[config.mk]
export PLATFORM = sky130hd
export DESIGN_NAME = parking_gate_ctrl
export DESIGN_NICKNAME = d
export VERILOG_FILES = /design/src/rtl/parking_gate_ctrl.sv
export SDC_FILE = /design/constraint.sdc
export NUM_CORES = 1
export LEC_CHECK = 0
export BUFFER_PORTS_ARGS = -buffer_cell sky130_fd_sc_hd__buf_4
export CAP_MARGIN = 25
export CORE_MARGIN = 1.5
export CORE_UTILIZATION = 35
export CTS_CLUSTER_SIZE = 24
export DETAILED_ROUTE_END_ITERATION = 8
export SLEW_MARGIN = 20
export SYNTH_ARGS = -nofsm -noshare
export SYNTH_HDL_FRONTEND = slang
export SYNTH_SLANG_ARGS = --single-unit
[constraint.sdc]
create_clock -name clk -period 3.4 [get_ports clk]
set_input_delay 0.51 -clock clk [delete_from_list [all_inputs] [get_ports clk]]
set_output_delay 0.51 -clock clk [all_outputs]
set_load 0.02 [all_outputs]
[src/rtl/parking_gate_ctrl.sv]
// Parking lot barrier controller: free-slot tracking, timed barrier hold, full/empty flags and reject pulses.
// Define PARK_PENDING_EN to queue busy or priority-losing requests (one deep per direction) instead of dropping them.
module parking_gate_ctrl #(
    parameter int unsigned CAPACITY    = 8,
    parameter int unsigned GATE_CYCLES = 80_000_000
) (
    input  logic                                clk,
    input  logic                                reset_n,
    input  logic                                entry_pulse,
    input  logic                                exit_pulse,
    output logic [$clog2(CAPACITY+1)-1:0]       free_slots,
    output logic                                full,
    output logic                                empty,
    output logic                                entry_gate,
    output logic                                exit_gate,
    output logic                                reject
);

    localparam int unsigned CNT_W = $clog2(CAPACITY + 1);
    localparam int unsigned TMR_W = $clog2(GATE_CYCLES + 1);

    typedef enum logic [1:0] {
        IDLE       = 2'd0,
        ENTRY_OPEN = 2'd1,
        EXIT_OPEN  = 2'd2
    } state_e;

    state_e             state_q, state_d;
    logic [TMR_W-1:0]   timer_q, timer_d;
    logic [CNT_W-1:0]   free_q, free_d;
    logic               full_q, full_d;
    logic               empty_q, empty_d;
    logic               entry_gate_q, entry_gate_d;
    logic               exit_gate_q, exit_gate_d;
    logic               reject_q, reject_d;
    logic               entry_req, exit_req, exit_acc;

`ifdef PARK_PENDING_EN
    logic               pend_entry_q, pend_entry_d;
    logic               pend_exit_q, pend_exit_d;
`endif

    // Next-state, counter and output computation
    always_comb begin
        state_d      = state_q;
        timer_d      = timer_q;
        free_d       = free_q;
        entry_gate_d = entry_gate_q;
        exit_gate_d  = exit_gate_q;
        reject_d     = 1'b0;
        exit_acc     = 1'b0;
`ifdef PARK_PENDING_EN
        pend_entry_d = pend_entry_q;
        pend_exit_d  = pend_exit_q;
        entry_req    = entry_pulse | pend_entry_q;
        exit_req     = exit_pulse | pend_exit_q;
`else
        entry_req    = entry_pulse;
        exit_req     = exit_pulse;
`endif

        case (state_q)
            IDLE: begin
                // Exit first: it frees a slot, and a rejected exit still lets entry through this edge
                if (exit_req) begin
`ifdef PARK_PENDING_EN
                    pend_exit_d = 1'b0;
`endif
                    if (free_q != CNT_W'(CAPACITY)) begin
                        exit_acc    = 1'b1;
                        state_d     = EXIT_OPEN;
                        exit_gate_d = 1'b1;
                        free_d      = free_q + CNT_W'(1);
                        timer_d     = '0;
                    end else begin
                        reject_d = 1'b1;
                    end
                end
                if (entry_req) begin
                    if (exit_acc) begin
`ifdef PARK_PENDING_EN
                        pend_entry_d = 1'b1;
`endif
                    end else begin
`ifdef PARK_PENDING_EN
                        pend_entry_d = 1'b0;
`endif
                        if (free_q != CNT_W'(0)) begin
                            state_d      = ENTRY_OPEN;
                            entry_gate_d = 1'b1;
                            free_d       = free_q - CNT_W'(1);
                            timer_d      = '0;
                        end else begin
                            reject_d = 1'b1;
                        end
                    end
                end
            end
            ENTRY_OPEN, EXIT_OPEN: begin
`ifdef PARK_PENDING_EN
                if (entry_pulse) pend_entry_d = 1'b1;
                if (exit_pulse)  pend_exit_d  = 1'b1;
`endif
                if (timer_q == TMR_W'(GATE_CYCLES - 1)) begin
                    state_d      = IDLE;
                    timer_d      = '0;
                    entry_gate_d = 1'b0;
                    exit_gate_d  = 1'b0;
                end else begin
                    timer_d = timer_q + TMR_W'(1);
                end
            end
            default: begin
                state_d      = IDLE;
                timer_d      = '0;
                entry_gate_d = 1'b0;
                exit_gate_d  = 1'b0;
            end
        endcase

        full_d  = (free_d == CNT_W'(0));
        empty_d = (free_d == CNT_W'(CAPACITY));
    end

    always_ff @(posedge clk or negedge reset_n) begin
        if (!reset_n) begin
            state_q      <= IDLE;
            timer_q      <= '0;
            free_q       <= CNT_W'(CAPACITY);
            full_q       <= 1'b0;
            empty_q      <= 1'b1;
            entry_gate_q <= 1'b0;
            exit_gate_q  <= 1'b0;
            reject_q     <= 1'b0;
        end else begin
            state_q      <= state_d;
            timer_q      <= timer_d;
            free_q       <= free_d;
            full_q       <= full_d;
            empty_q      <= empty_d;
            entry_gate_q <= entry_gate_d;
            exit_gate_q  <= exit_gate_d;
            reject_q     <= reject_d;
        end
    end

`ifdef PARK_PENDING_EN
    always_ff @(posedge clk or negedge reset_n) begin
        if (!reset_n) begin
            pend_entry_q <= 1'b0;
            pend_exit_q  <= 1'b0;
        end else begin
            pend_entry_q <= pend_entry_d;
            pend_exit_q  <= pend_exit_d;
        end
    end
`endif

    assign free_slots = free_q;
    assign full       = full_q;
    assign empty      = empty_q;
    assign entry_gate = entry_gate_q;
    assign exit_gate  = exit_gate_q;
    assign reject     = reject_q;

endmodule

[After elaboration in Yosys (flattened, before gate mapping)]
Index checks and enable logic that the tools add are counted.
Word-level totals
  logic and storage cells: 65
  flip-flop bits (word level): 38
  output and inout port bits: 9
  input port bits: 4
Cells by class
  eq/ne operators: 11
  reduce and logical (&&, ||, !) cells: 6
  multiplexer cells: 37
  $add $sub $neg: 3
Operators by type and width (number)
  2-to-1 mux 27 bit: 6
  one-hot mux 27 bit (2 select lines): 1
  adder 27 x 1 -> 27 bit (second input constant): 1
  == test 27 bit (second input constant): 1
  2-to-1 mux 4 bit: 6
  2-to-1 mux 1 bit: 15
  2-to-1 mux 2 bit: 6
  != test 2 bit (second input constant): 6
  adder 4 x 1 -> 4 bit (second input constant): 1
  == test 4 bit (second input constant): 1
  logical NOT 4 bit: 1
  != test 4 bit (second input constant): 1
  one-hot mux 1 bit (2 select lines): 2
  one-hot mux 2 bit (2 select lines): 1
  AND reduction 4 bit: 1
  nonzero test 4 bit: 1
  subtractor 4 x 1 -> 4 bit (second input constant): 1
  AND reduction 3 bit: 1
  == test 2 x 1 -> 1 bit (second input constant): 1
  == test 2 bit (second input constant): 1
  logical NOT 2 bit: 1
  OR reduction 2 bit: 1

[Longest topological paths before layout]
  word-level depth: 8
  depth in mapped cells: 9
  gate-level depth less buffers: 7

[Least setup slack after synthesis]
Ideal clock, no wire load.
  path type: register -> register
  from: register free_q[0], in the netlist free_slots[0]
  to: register timer_q[7]
  slack: 1147 ps
  data arrival time: 2135 ps
  clock period less this slack: 2253 ps
  cell stages (with the launch flop): 9
  data required time: 3282 ps
  buffers on the path: 1
  library setup time: 118 ps
  path through: dfrtp_1 -> inv_1 -> ha_1 -> nor4b_2 -> o31a_1 -> nand2b_1 -> clkbuf_1 -> o21ai_1 -> a21o_1
On the way
  cells in the longest elaborated chain, start to end: 7
  elaborated cells on any way between the ends: 11
  those cells by class: eq/ne: 1; mux: 9; reduce/logical: 1
Ends and longest elaborated chain
  from (decl): RTL line 30  | logic [CNT_W-1:0] free_q, free_d;
  from (signal assigned): RTL line 129  | free_q <= CNT_W'(CAPACITY);
  from (signal assigned): RTL line 138  | free_q <= free_d;
  != test 4 bit: RTL line 69  | if (free_q != CNT_W'(CAPACITY)) begin
  2-to-1 mux 27 bit / 2-to-1 mux 1 bit (equally long branches): RTL line 69
  2-to-1 mux 27 bit / 2-to-1 mux 1 bit (equally long branches): RTL line 65  | if (exit_req) begin
  2-to-1 mux 27 bit / 2-to-1 mux 1 bit (equally long branches): RTL line 88, 62
  2-to-1 mux 27 bit: RTL line 80  | if (exit_acc) begin
  2-to-1 mux 27 bit (*): RTL line 79  | if (entry_req) begin
  one-hot mux 27 bit (2 select lines) (*): RTL line 62  | case (state_q)
  via timer_d[7]: RTL line 29  | logic [TMR_W-1:0] timer_q, timer_d;
  to (signal assigned): RTL line 137  | timer_q <= timer_d;
  to (decl): RTL line 29
The timed path passes the listed nets; every way through them passes the cells marked *. The select of a mux whose other input is x is not followed.
A chain may end at the register's enable or synchronous reset.

[Worst setup path in the final report]
  from: register free_q[0], in the netlist free_slots[0]
  to: register timer_q[24]
The elaborated chain is that of the path after synthesis.

==> flow_metrics.py <==
metrics = {
    "die": {
        "core_area_sq_mm": 0.006756,
        "core.rowCount": 30,
        "die-width_microns": 86.39,
        "fp.dieArea_sq_mm": 0.007462,
        "top_level_ports": 13,
        "start_util_pct": 36.02,
        "die_height_microns": 86.39,
    },
    "synthesis": {
        "mappedNetlistNets": 285,
        "syn_area_sq_mm": 0.002434,
        "async_sr_flop_fraction_pct": 100.0,
        "synth-main-ff-cell": "sky130_fd_sc_hd__dfrtp_1",
        "synth-edff-count": 0,
        "netlist-cell-type-count": 60,
        "synthesis.yosys.warnings": 0,
        "post_synth.cell_area_avg_sq_um": 8.849,
        "yosys_register_bits": 38,
        "syn_inst": 275,
        "synth-seq-area-share_pct": 39.18,
    },
    "global_routing": {
        "vias_in_the_first_global_route": 1974,
        "grt_pass1_wl_microns": 9611,
        "number_of_antenna_violations_at_the_first_check_in_global_routing": 0,
        "global_route.overflow_total": 0,
        "grt_max_degree": 39,
        "groute.usage.overall_pct": 15.96,
    },
    "placement": {
        "dpl_worst_slack_ns": 0.8718,
        "dp.cells": 355,
        "placed_area_sq_mm": 0.002554,
        "gp_congestion": 0.8297,
        "port_buffers": 12,
        "place.detailed.hpwl_microns": 3817,
    },
    "critical_path": {
        "reg2reg_to": "timer_q[24]",
        "r2r_slack_ns": 0.81,
        "setup.worst_path.start": "free_slots[0]",
        "critical_path_depth": 6,
        "cpLargestDelayFamily": "simple AND/OR/NAND/NOR gates",
        "path_class": "reg -> reg",
        "critPathCapture": "timer_q[24]",
        "cp-end-kind": "flop",
        "regToRegStartpoint": "free_slots[0]",
        "timing.critical_path.arrival_ns": 2.79,
        "timing.reg2reg.worst_path_depth": 6,
        "worst-endpoint-required_ns": 3.61,
        "critical_path_top_delay_cell": "sky130_fd_sc_hd__nor4bb_1",
        "longest_individual_stage_delay_on_the_worst_path_ns": 0.50,
        "critical_path_buf_inv_count": 1,
        "critical_path.cell_chain": "inv_1, ha_1, nor4bb_1, o31a_1, nand2b_1, a31oi_1",
        "critPathMaxFanout": 12,
        "critical_path.startpoint_type": "flop",
    },
    "timing": {
        "finalSetupViolations": 0,
        "fin_worst_skew_ns": 0.006716,
        "slew_violations": 0,
        "period_minus_slack_ns": 2.586,
        "tightest_slew_ns": 0.6288,
        "slew_headroom_pct": 58.08,
        "fin_hold_ws_ns": 0.1761,
        "fin_crit_sh_pct": 76.06,
        "max_clock_freq_ghz": 0.3867,
        "final_critical_path_setup_slack_ns": 0.8139,
        "timing.setup.tns_ns": 0,
        "report.final.hold_viol_count": 0,
        "rsz0062_at_grt": "no",
    },
    "clocking": {
        "ctsHoldBuffers": 0,
        "cts_tree": "built",
        "number_of_setup_buffers_added_after_cts": 0,
        "cts-root-to-sink-buffers": 2,
        "cts_inserted_buffers": 5,
        "cts_resized": 0,
        "clock_tree.root_cell": "sky130_fd_sc_hd__clkbuf_8",
        "clk-insertion-delay-late_ns": 0.29,
        "cts_max_level": 2,
        "clk_transition_reported_paths_ns": 0.08,
        "tritoncts_num_sinks": 38,
    },
    "cells_and_area": {
        "most-common-layout-cells": "36 x sky130_fd_sc_hd__dfrtp_1, 24 x sky130_fd_sc_hd__nand2_1, 20 x sky130_fd_sc_hd__a21oi_1",
        "share_of_cells_above_drive_strength_1_pct": 14.08,
        "area_delta_synth_final_pct": 9.871,
        "n_antenna_cell": 0,
        "instances_no_fill": 364,
        "num-fill-cells": 695,
        "final_core_util_pct": 39.57,
        "design_area_sq_mm": 0.002674,
        "layout_commonest_cell": "sky130_fd_sc_hd__dfrtp_1",
        "final_net_count": 293,
    },
    "routing": {
        "dr_total_vias": 2079,
        "drt-vias-per-instance": 5.712,
        "routed_wl_microns": 5537,
        "remaining_drc_errors": 0,
        "number_of_nets_with_antenna_violations_after_detailed_routing": 0,
        "drt_first_iter_violations": 154,
        "iteration_count_of_the_initial_detailed_routing_pass": 4,
        "wl_per_cell_microns": 15.21,
    },
    "job": {
        "maxCapViolations": 0,
    },
    "power_and_ir_drop": {
        "power.total_mw": 2.103,
        "worst_vdd_ir_v": 0.0003041,
        "p_leak_nw": 1.078,
        "power-per-cell-area_mw_per_mm2": 786.4,
    },
    "run_status": {
        "outcome": "finished clean",
    },
    "min_path": {
        "hold_class": "in -> async",
    },
}
cell type report:
cell class / count / area, sq um / share of cell area (%)
clock inverter: 3 / 40.04 / 1.497
sequential: 38 / 953.4 / 35.66
inverter: 14 / 52.55 / 1.965
timing repair buffer: 15 / 116.4 / 4.352
clock buffer: 5 / 68.82 / 2.574
tap: 80 / 100.1 / 3.744
multi-input combinational: 209 / 1343 / 50.21
where the power goes:
group | switching (mW) | total, mW | internal, mW
clock network | 0.164 | 0.379 | 0.216
registers | 0.179 | 0.757 | 0.578
logic | 0.574 | 0.967 | 0.393
worst min-delay path by stage:
stage                     slack (ns)  cells past startpoint          end         from
after floorplan                 0.21                      0   entry_gate      reset_n
after global placement          0.48                      1  timer_q[26]  timer_q[26]
after detailed placement        0.48                      1  timer_q[26]  timer_q[26]
after CTS                       0.20                      1   timer_q[4]      reset_n
after global routing            0.22                      1   timer_q[9]      reset_n
final                           0.18                      1   timer_q[9]      reset_n
flip-flops by register name, summed over array words and instances, names as in the netlist:
| register | cells |
|---|---|
| empty | 1 |
| entry_gate | 1 |
| exit_gate | 1 |
| free_slots | 4 |
| full | 1 |
| reject | 1 |
| state_q | 2 |
| timer_q | 27 |
synthesized netlist by cell type, drive strengths merged, types with 4 or more instances:
cell type,instances,share of area [%]
buf,9,2.7
ha,6,3.1
a211oi,4,1.2
nor2b,7,1.8
inv,14,2.2
nand3,13,3.3
a31oi,11,3.1
nor4,5,1.9
nand2,24,3.7
o21ai,19,4.1
or3,6,1.5
nor4b,4,2.0
a21oi,23,5.2
nand4,7,1.8
clkbuf,5,0.77
dfrtp,36,37
nor2,17,2.6
nor3,11,2.3
metal layers:
layer  track usage [%]  wire [microns]  vias up
met5                 0               0        -
met4             3.812              61        0
met3             3.143             163        6
met2             23.72            2452       33
met1             23.80            2860      995
li1                  -               -     1045
worst register-to-register path, delay by kind of cell, from the launching register on:
kind,cells,cell delay (ns)
DFF,1,0.47
AOI/OAI and AO/OA,2,0.71
adders and majority gates,1,0.26
buffers and inverters,1,0.14
and+or+nand+nor,2,0.93
kinds of logic after synthesis:
kind of cell / synth area share [%]
DFF: 39.18
AOI/OAI and AO/OA: 22.98
muxes: 0.4113
buffers and inverters: 5.655
adders and majority gates: 3.085
and+or+nand+nor: 28.33
xor gates and xnor gates: 0.3600
(Power assumes the default switching activity.)
